`src/rtl/seq_detect_param.sv`:
```
// ---------------------------------------------------------------------------
// seq_detect_param
//
// Serial pattern detector with programmable pattern, selectable overlapping
// or non-overlapping detection, and a saturating detection counter.
//
// Parameters
//   PAT_W     pattern length in bits (2..32)
//   CNT_W     detection counter width in bits (1..32)
//
// Ports
//   clk        in   1      clock, all state updates on rising edge
//   rst        in   1      synchronous reset, active low
//   in         in   1      serial data bit
//   in_valid   in   1      qualifies in; bit ignored when low
//   pattern    in   PAT_W  target sequence, pattern[PAT_W-1] received first
//   overlap    in   1      1 = overlapping detection, 0 = non-overlapping
//   clr_cnt    in   1      synchronous clear of det_count and cnt_sat
//   detected   out  1      registered one-cycle detection pulse
//   det_count  out  CNT_W  detections since reset or last clear (saturating)
//   cnt_sat    out  1      sticky: a detection arrived while det_count was full
// ---------------------------------------------------------------------------
module seq_detect_param #(
   parameter int PAT_W = 4,
   parameter int CNT_W = 8
) (
   input  logic             clk,
   input  logic             rst,
   input  logic             in,
   input  logic             in_valid,
   input  logic [PAT_W-1:0] pattern,
   input  logic             overlap,
   input  logic             clr_cnt,
   output logic             detected,
   output logic [CNT_W-1:0] det_count,
   output logic             cnt_sat
);

   // Fill counter must represent 0..PAT_W inclusive.
   localparam int FILL_W = $clog2(PAT_W + 1);
   localparam logic [FILL_W-1:0] FILL_FULL = FILL_W'(PAT_W);

   logic [PAT_W-1:0]  history_reg, history_next;
   logic [FILL_W-1:0] fill_reg, fill_next;
   logic              detected_reg, detected_next;
   logic [CNT_W-1:0]  det_count_reg, det_count_next;
   logic              cnt_sat_reg, cnt_sat_next;

   logic [PAT_W-1:0]  hist_shift;
   logic [FILL_W-1:0] fill_inc;
   logic              match;

   // Post-shift view of the history and fill, used both for the match
   // decision and as the update value when the bit is valid.
   assign hist_shift = {history_reg[PAT_W-2:0], in};
   assign fill_inc   = (fill_reg == FILL_FULL) ? fill_reg : fill_reg + FILL_W'(1);
   assign match      = in_valid && (fill_inc == FILL_FULL) && (hist_shift == pattern);

   // -----------------------------------------------------------------------
   // Next-state logic
   // -----------------------------------------------------------------------
   always_comb begin
      history_next   = history_reg;
      fill_next      = fill_reg;
      detected_next  = match;
      det_count_next = det_count_reg;
      cnt_sat_next   = cnt_sat_reg;

      if (in_valid) begin
         history_next = hist_shift;
         // Non-overlapping mode demands PAT_W fresh bits after a match, so
         // the fill restarts; the stale history is harmless because the
         // fill gate blocks any match until it is fully overwritten.
         fill_next    = (match && !overlap) ? '0 : fill_inc;
      end

      // A clear coinciding with a match keeps that match in the count.
      if (clr_cnt) begin
         det_count_next = match ? CNT_W'(1) : '0;
         cnt_sat_next   = 1'b0;
      end else if (match) begin
         if (&det_count_reg) begin
            cnt_sat_next = 1'b1;
         end else begin
            det_count_next = det_count_reg + CNT_W'(1);
         end
      end
   end

   // -----------------------------------------------------------------------
   // State registers
   // -----------------------------------------------------------------------
   always_ff @(posedge clk) begin
      if (!rst) begin
         history_reg   <= '0;
         fill_reg      <= '0;
         detected_reg  <= 1'b0;
         det_count_reg <= '0;
         cnt_sat_reg   <= 1'b0;
      end else begin
         history_reg   <= history_next;
         fill_reg      <= fill_next;
         detected_reg  <= detected_next;
         det_count_reg <= det_count_next;
         cnt_sat_reg   <= cnt_sat_next;
      end
   end

   assign detected  = detected_reg;
   assign det_count = det_count_reg;
   assign cnt_sat   = cnt_sat_reg;

endmodule

```
`config.mk`:
```
export PLATFORM = sky130hd
export DESIGN_NAME = seq_detect_param
export DESIGN_NICKNAME = d
export VERILOG_FILES = /design/src/rtl/seq_detect_param.sv
export SDC_FILE = /design/constraint.sdc
export NUM_CORES = 1
export LEC_CHECK = 0
export ABC_AREA = 1
export CAP_MARGIN = 30
export CORE_ASPECT_RATIO = 0.9
export CORE_MARGIN = 2
export CORE_UTILIZATION = 53
export DETAILED_ROUTE_END_ITERATION = 16
export GPL_TIMING_DRIVEN = 0
export PLACE_DENSITY = 0.82
export SETUP_SLACK_MARGIN = 0.4
export SYNTH_ARGS = -nofsm -noshare
export SYNTH_HDL_FRONTEND = slang
export SYNTH_SLANG_ARGS = --single-unit
```
`constraint.sdc`:
```
create_clock -name clk -period 4 [get_ports clk]
set_input_delay 0.8 -clock clk [delete_from_list [all_inputs] [get_ports clk]]
set_output_delay 0.8 -clock clk [all_outputs]
set_load 0.01 [all_outputs]
```
==> impl_metrics.ini, run 1 <==
[global_routing]
grt_first_pass_wirelength_um = 3510
grt_use_total_pct = 21.1
antenna_found_initial = 0
grt_max_degree = 11
grt_pass1_vias = 829
overflow = 0

[clock_network]
cts_root_buffer = clkbuf_4
ctsResizeCount = 0
clock-sinks = 16
insertion_delay_ns = 0.29
cts_tree = built
hold_buffers = 0
clk_pin_slew_ns = 0.10
post-cts-setup-buffers = 0
clockBufferDepth = 2
htreeDepth = 1
cts_buffers = 3

[worst_setup_path]
crit_path_max_incr_delay_ns = 0.57
r2r_slack_ns = 2.24
r2r_end = det_count[2]
crit_family = buffers and inverters
worstReg2RegStart = fill_reg[0]
endpoint_kind = output port
reg2reg_depth = 11
required_ns = 3.20
cp_num_buf_inv = 1
cp_max_fo = 6
path_cells = clkdlybuf4s50_1
worstSetupPathType = flip-flop to output port
crit_arrival_ns = 1.29
cp_slowest_cell = clkdlybuf4s50_1
start_kind = flip-flop

[final_layout]
largest_register_ffs = 8
final_cell_count_no_fill = 181
nFillCells = 143
fin_nets = 172
syn_to_final_growth_pct = 24.8
drive_gt1_share_pct = 13.4
antenna_cells = 0

[synth]
synth_ff_type = dfxtp_1
synth.area.top_cells = dfxtp_1 33%, nand2_1 9.6%, inv_1 8.4%
synth_edf_count = 0
netlist_area_um2 = 978
synth_area_leader_cell = dfxtp_1
synthDistinctLibCells = 24
ys_ff_latch = 16
synth_most_common_cell = nand2_1
syn_inst = 135
synth_fp_nets = 148
postSynthAreaPerCell_um2 = 7.25
ys_top_cells_by_count = 25 x nand2_1, 22 x inv_1, 16 x dfxtp_1
yosys_warnings = 0
seq_area_frac_synth_pct = 32.7
yosysTopAreaCellShare_pct = 32.7
synthArstFlopShare_pct = 0

[timing]
setup_viol = 0
worstMarginPinSlew_ns = 0.356
slew_viol_final = 0
fin_skew_ns = 0.00698
finalHoldViolations = 0
setup_tns_ns = 0
max_slew_margin_pct = 76.3
rsz0062_at_grt = false
layout_min_cycle_time_ns = 2.09
period_share_pct = 52.4
max_freq_mhz = 477

[power_and_ir_drop]
peakVddDrop_v = 0.000214
power_density_mw_per_mm2 = 248
p_leak_nw = 0.527
finalPower_mw = 0.303

[hold_path]
hp-start = cnt_sat
worstHoldEndpoint = cnt_sat
whs_path_depth = 2
holdCritPathClass = flip-flop to flip-flop

[floorplanning]
ioPinCount = 20
core_area_mm2 = 0.00170
rows = 14
fp.dieH_um = 44.8
die_w_um = 49.3
start_util_pct = 57.6
die_area_mm2 = 0.00221

[run]
drv_cap = 0

[routing]
vias = 904
wl_um = 1930
first_pass_iters = 4
ant_nets = 0
wire_per_inst_um = 10.7
drtIter0Drc = 44
vias_per_cell = 4.99
drc = 0

[place]
dpl.hpwl_um = 1530
dp_cells = 178
gp_congestion = 0.853
io_buffers = 19

[run_status]
status = finished clean
## logic make-up after synthesis
logic type,synth area share [%]
AO/OA/AOI/OAI,7.93
XOR/XNOR,5.12
adder cells (fa/ha/maj),3.84
buffers and inverters,11.1
flip-flops,32.7
AND/OR/NAND/NOR,39.3
## per-stage QoR
step                      hold WS [ns]  cell area [um^2]  util [%]  setup slack (ns)
after floorplan                  0.486               978         -              2.32
after global placement           0.456              1200      70.5              1.78
after detailed placement         0.503              1200      70.5              1.76
after CTS                        0.528              1220      71.9              1.90
after global routing             0.554              1220      71.9              1.85
final                            0.512              1220      71.9              1.91
## worst max path at each step
stage | start | cells after the start | slack, ns | end
3_3_place_gp | in_valid | 9 | 1.78 | det_count[2]
2_1_floorplan | pattern[3] | 9 | 2.32 | det_count[2]
6_report | det_count[4] | 1 | 1.91 | det_count[4]
5_1_grt | det_count[4] | 1 | 1.85 | det_count[4]
3_5_place_dp | in_valid | 10 | 1.76 | det_count[2]
4_1_cts | det_count[4] | 1 | 1.90 | det_count[4]
## cells in the final DEF (no fill, tap or decap), drive strengths merged
cell type / netlist / layout
a21oi: 8 / 8
buf: 2 / 2
clkbuf: 1 / 4
clkdlybuf4s50: 0 / 19
dfxtp: 16 / 16
ha: 3 / 3
inv: 23 / 23
nand2: 28 / 28
nand3: 14 / 14
nand4: 7 / 7
nor2: 21 / 21
nor3: 1 / 1
o211ai: 1 / 1
o21ai: 6 / 6
xnor2: 4 / 4
## routing by layer
metal / GRT usage [%] / vias to the layer above / wire, um
met5: 0 / - / 0
met3: 5.63 / 2 / 111
met4: 5.14 / 0 / 12
met2: 36.8 / 28 / 899
li1: - / 476 / -
met1: 26.4 / 398 / 911
## report_power, final
part | switching, mW | total (mW) | internal, mW | leakage, nW
clock network | 0.0512 | 0.0862 | 0.0350 | 0.0138
logic | 0.0267 | 0.0486 | 0.0219 | 0.383
registers | 0.00453 | 0.168 | 0.164 | 0.130
total | 0.0824 | 0.303 | 0.221 | 0.527
## area by class of cell
cell class | count | area (um^2) | share of cell area, %
clock buffers | 3 | 22.5 | 1.84
flip-flops and latches | 16 | 320 | 26.2
plain buffers | 3 | 20.0 | 1.64
multi-input cells | 93 | 549 | 45.0
well taps | 24 | 30.0 | 2.46
repair buffers | 19 | 190 | 15.6
inverters | 23 | 88.8 | 7.27
(Power assumes the default switching activity.)
==> run 2, diff against run 1 <==
--- a/config.mk
+++ b/config.mk
@@ -9,10 +9,10 @@
 export CAP_MARGIN = 30
 export CORE_ASPECT_RATIO = 0.9
 export CORE_MARGIN = 2
-export CORE_UTILIZATION = 53
+export CORE_UTILIZATION = 45
 export DETAILED_ROUTE_END_ITERATION = 16
 export GPL_TIMING_DRIVEN = 0
-export PLACE_DENSITY = 0.82
+export PLACE_DENSITY = 0.74
 export SETUP_SLACK_MARGIN = 0.4
 export SYNTH_ARGS = -nofsm -noshare
 export SYNTH_HDL_FRONTEND = slang
==> constraint.sdc (replaced) <==
create_clock -name clk -period 1.7 [get_ports clk]
set_input_delay 0.34 -clock clk [delete_from_list [all_inputs] [get_ports clk]]
set_output_delay 0.34 -clock clk [all_outputs]
set_load 0.01 [all_outputs]
==> run 2 against run 1 <==
Core utilization is 1.9 points lower. Critical path type is now flip-flop to flip-flop. Hold slack worse by 0.030 ns. Setup slack worse by 1.7 ns. Critical path depth is 10 higher. Cell count is 6.6% higher. Die area is 16% higher. Sequential cell count stayed put. Critical endpoint is now det_count[6].
==> impl_metrics.ini, run 2 (synthesis results as in run 1) <==
[timing]
fin_skew_ns = 0.00544
layout_min_cycle_time_ns = 1.53
max_slew_margin_pct = 73.3
slew_viol_final = 0
fin_hold_ws_ns = 0.482
rsz0062_at_grt = true
period_share_pct = 89.9
fin_ws_ns = 0.171
max_freq_mhz = 654
finalHoldViolations = 0
worstMarginPinSlew_ns = 0.401
setup_tns_ns = 0
setup_viol = 0

[hold_path]
worstHoldEndpoint = cnt_sat
whs_path_depth = 2
hp-start = cnt_sat
holdCritPathClass = flip-flop to flip-flop

[floorplanning]
die_w_um = 53.2
ioPinCount = 20
start_util_pct = 49.2
rows = 15
die_area_mm2 = 0.00256
core_area_mm2 = 0.00199
fp.dieH_um = 48.2

[final_layout]
final_cell_mix = 23 x nand2_1, 18 x inv_1, 15 x nor2_1
multi_input_area_um2 = 623
antenna_cells = 0
final_common_cell = nand2_1
final_cell_count_no_fill = 193
syn_to_final_growth_pct = 42.2
design_area_mm2 = 0.00139
regArea_um2 = 333
largest_register_ffs = 8
nFillCells = 168
fin_nets = 182
drive_gt1_share_pct = 34.5
fin_util_pct = 69.9

[worst_setup_path]
required_ns = 1.88
crit_path_max_incr_delay_ns = 0.34
reg2reg_depth = 11
worstSetupPathType = flip-flop to flip-flop
crit_family = simple AND/OR/NAND/NOR gates
cp_num_buf_inv = 3
r2r_end = det_count[6]
cp_slowest_cell = dfxtp_2
cp_max_fo = 6
start_kind = flip-flop
crit_arrival_ns = 1.71
endpoint_kind = flip-flop
worstReg2RegStart = fill_reg[0]
path_cells = buf_4, ha_4, inv_1, nand2_1, nand3_2, nand3_4, nor2_8, buf_6, nand2_8, nand3_1, a21oi_1
r2r_slack_ns = 0.17

[global_routing]
grt_pass1_vias = 800
antenna_found_initial = 0
overflow = 0
grt_use_total_pct = 20.3
grt_max_degree = 11
grt_first_pass_wirelength_um = 3650

[routing]
drc = 0
wl_um = 2420
vias = 970
ant_nets = 0
first_pass_iters = 4
wire_per_inst_um = 12.5
drtIter0Drc = 22
vias_per_cell = 5.03

[place]
dpl.hpwl_um = 1520
gp_congestion = 0.784
dp_cells = 179
io_buffers = 19
pre_cts_ws_ns = -0.112
placed_area_mm2 = 0.00122

[run]
drv_cap = 0

[power_and_ir_drop]
power_density_mw_per_mm2 = 596
p_leak_nw = 0.634
peakVddDrop_v = 0.000545
finalPower_mw = 0.829

[clock_network]
clock-sinks = 16
cts_buffers = 3
clockBufferDepth = 2
hold_buffers = 0
clk_pin_slew_ns = 0.10
htreeDepth = 1
insertion_delay_ns = 0.30
cts_tree = built
cts_root_buffer = clkbuf_4

[run_status]
status = finished clean
[run 2: cell count changes in the layout (fill, tap and decap cells not counted), sizes merged]
cell	before	now
dlygate4sd2	0	2
dlymetal6s2s	0	1
clkdlybuf4s15	0	4
clkdlybuf4s50	19	8
buf	2	13
clkbuf	4	8
[run 2: cell type report]
type                       count  area share (%)
sequential                    16            23.9
timing repair buffer          29            18.4
inverter                      23            6.56
multi-input combinational     93            44.8
clock buffer                   4            2.61
tap                           25            2.25
buffer                         3            1.44
[run 2: where the power goes]
part	internal, mW	switching [mW]
logic	0.0816	0.0874
clock network	0.131	0.133
registers	0.386	0.00990
[run 2: what timing repair did]
item / 4_1_cts / 5_1_grt
pin swaps: 5 / 12
endpoints found under the setup margin: 21 / 24
buffers inserted: 5 / 4
gates cloned: 1 / 0
resized for setup: 23 / 26
[run 2: how the worst max path moves through the flow]
stage,start,endpoint,slack [ns],cells past startpoint
6_report,fill_reg[0],det_count[6],0.17,11
5_1_grt,fill_reg[1],det_count[6],0.08,11
4_1_cts,fill_reg[1],det_count[2],0.14,12
3_5_place_dp,pattern[2],det_count[2],-0.11,12
3_3_place_gp,pattern[3],det_count[2],-0.09,12
2_1_floorplan,fill_reg[1],det_count[2],0.26,11
[run 2: per-layer routing]
metal | up-vias | global-route usage [%] | routed length [um]
met4 | 0 | 6.15 | 31
met5 | - | 0 | 0
met1 | 443 | 27.1 | 1050
li1 | 499 | - | -
met2 | 24 | 31.3 | 1190
met3 | 4 | 7.06 | 143
[run 2: worst reg2reg max path, cell delays in order, from the launching register on]
cell and delay [ns]:
dfxtp_2 0.34, buf_4 0.14, ha_4 0.15, inv_1 0.05, nand2_1 0.05, nand3_2 0.09
nand3_4 0.11, nor2_8 0.16, buf_6 0.12, nand2_8 0.06, nand3_1 0.08, a21oi_1 0.07
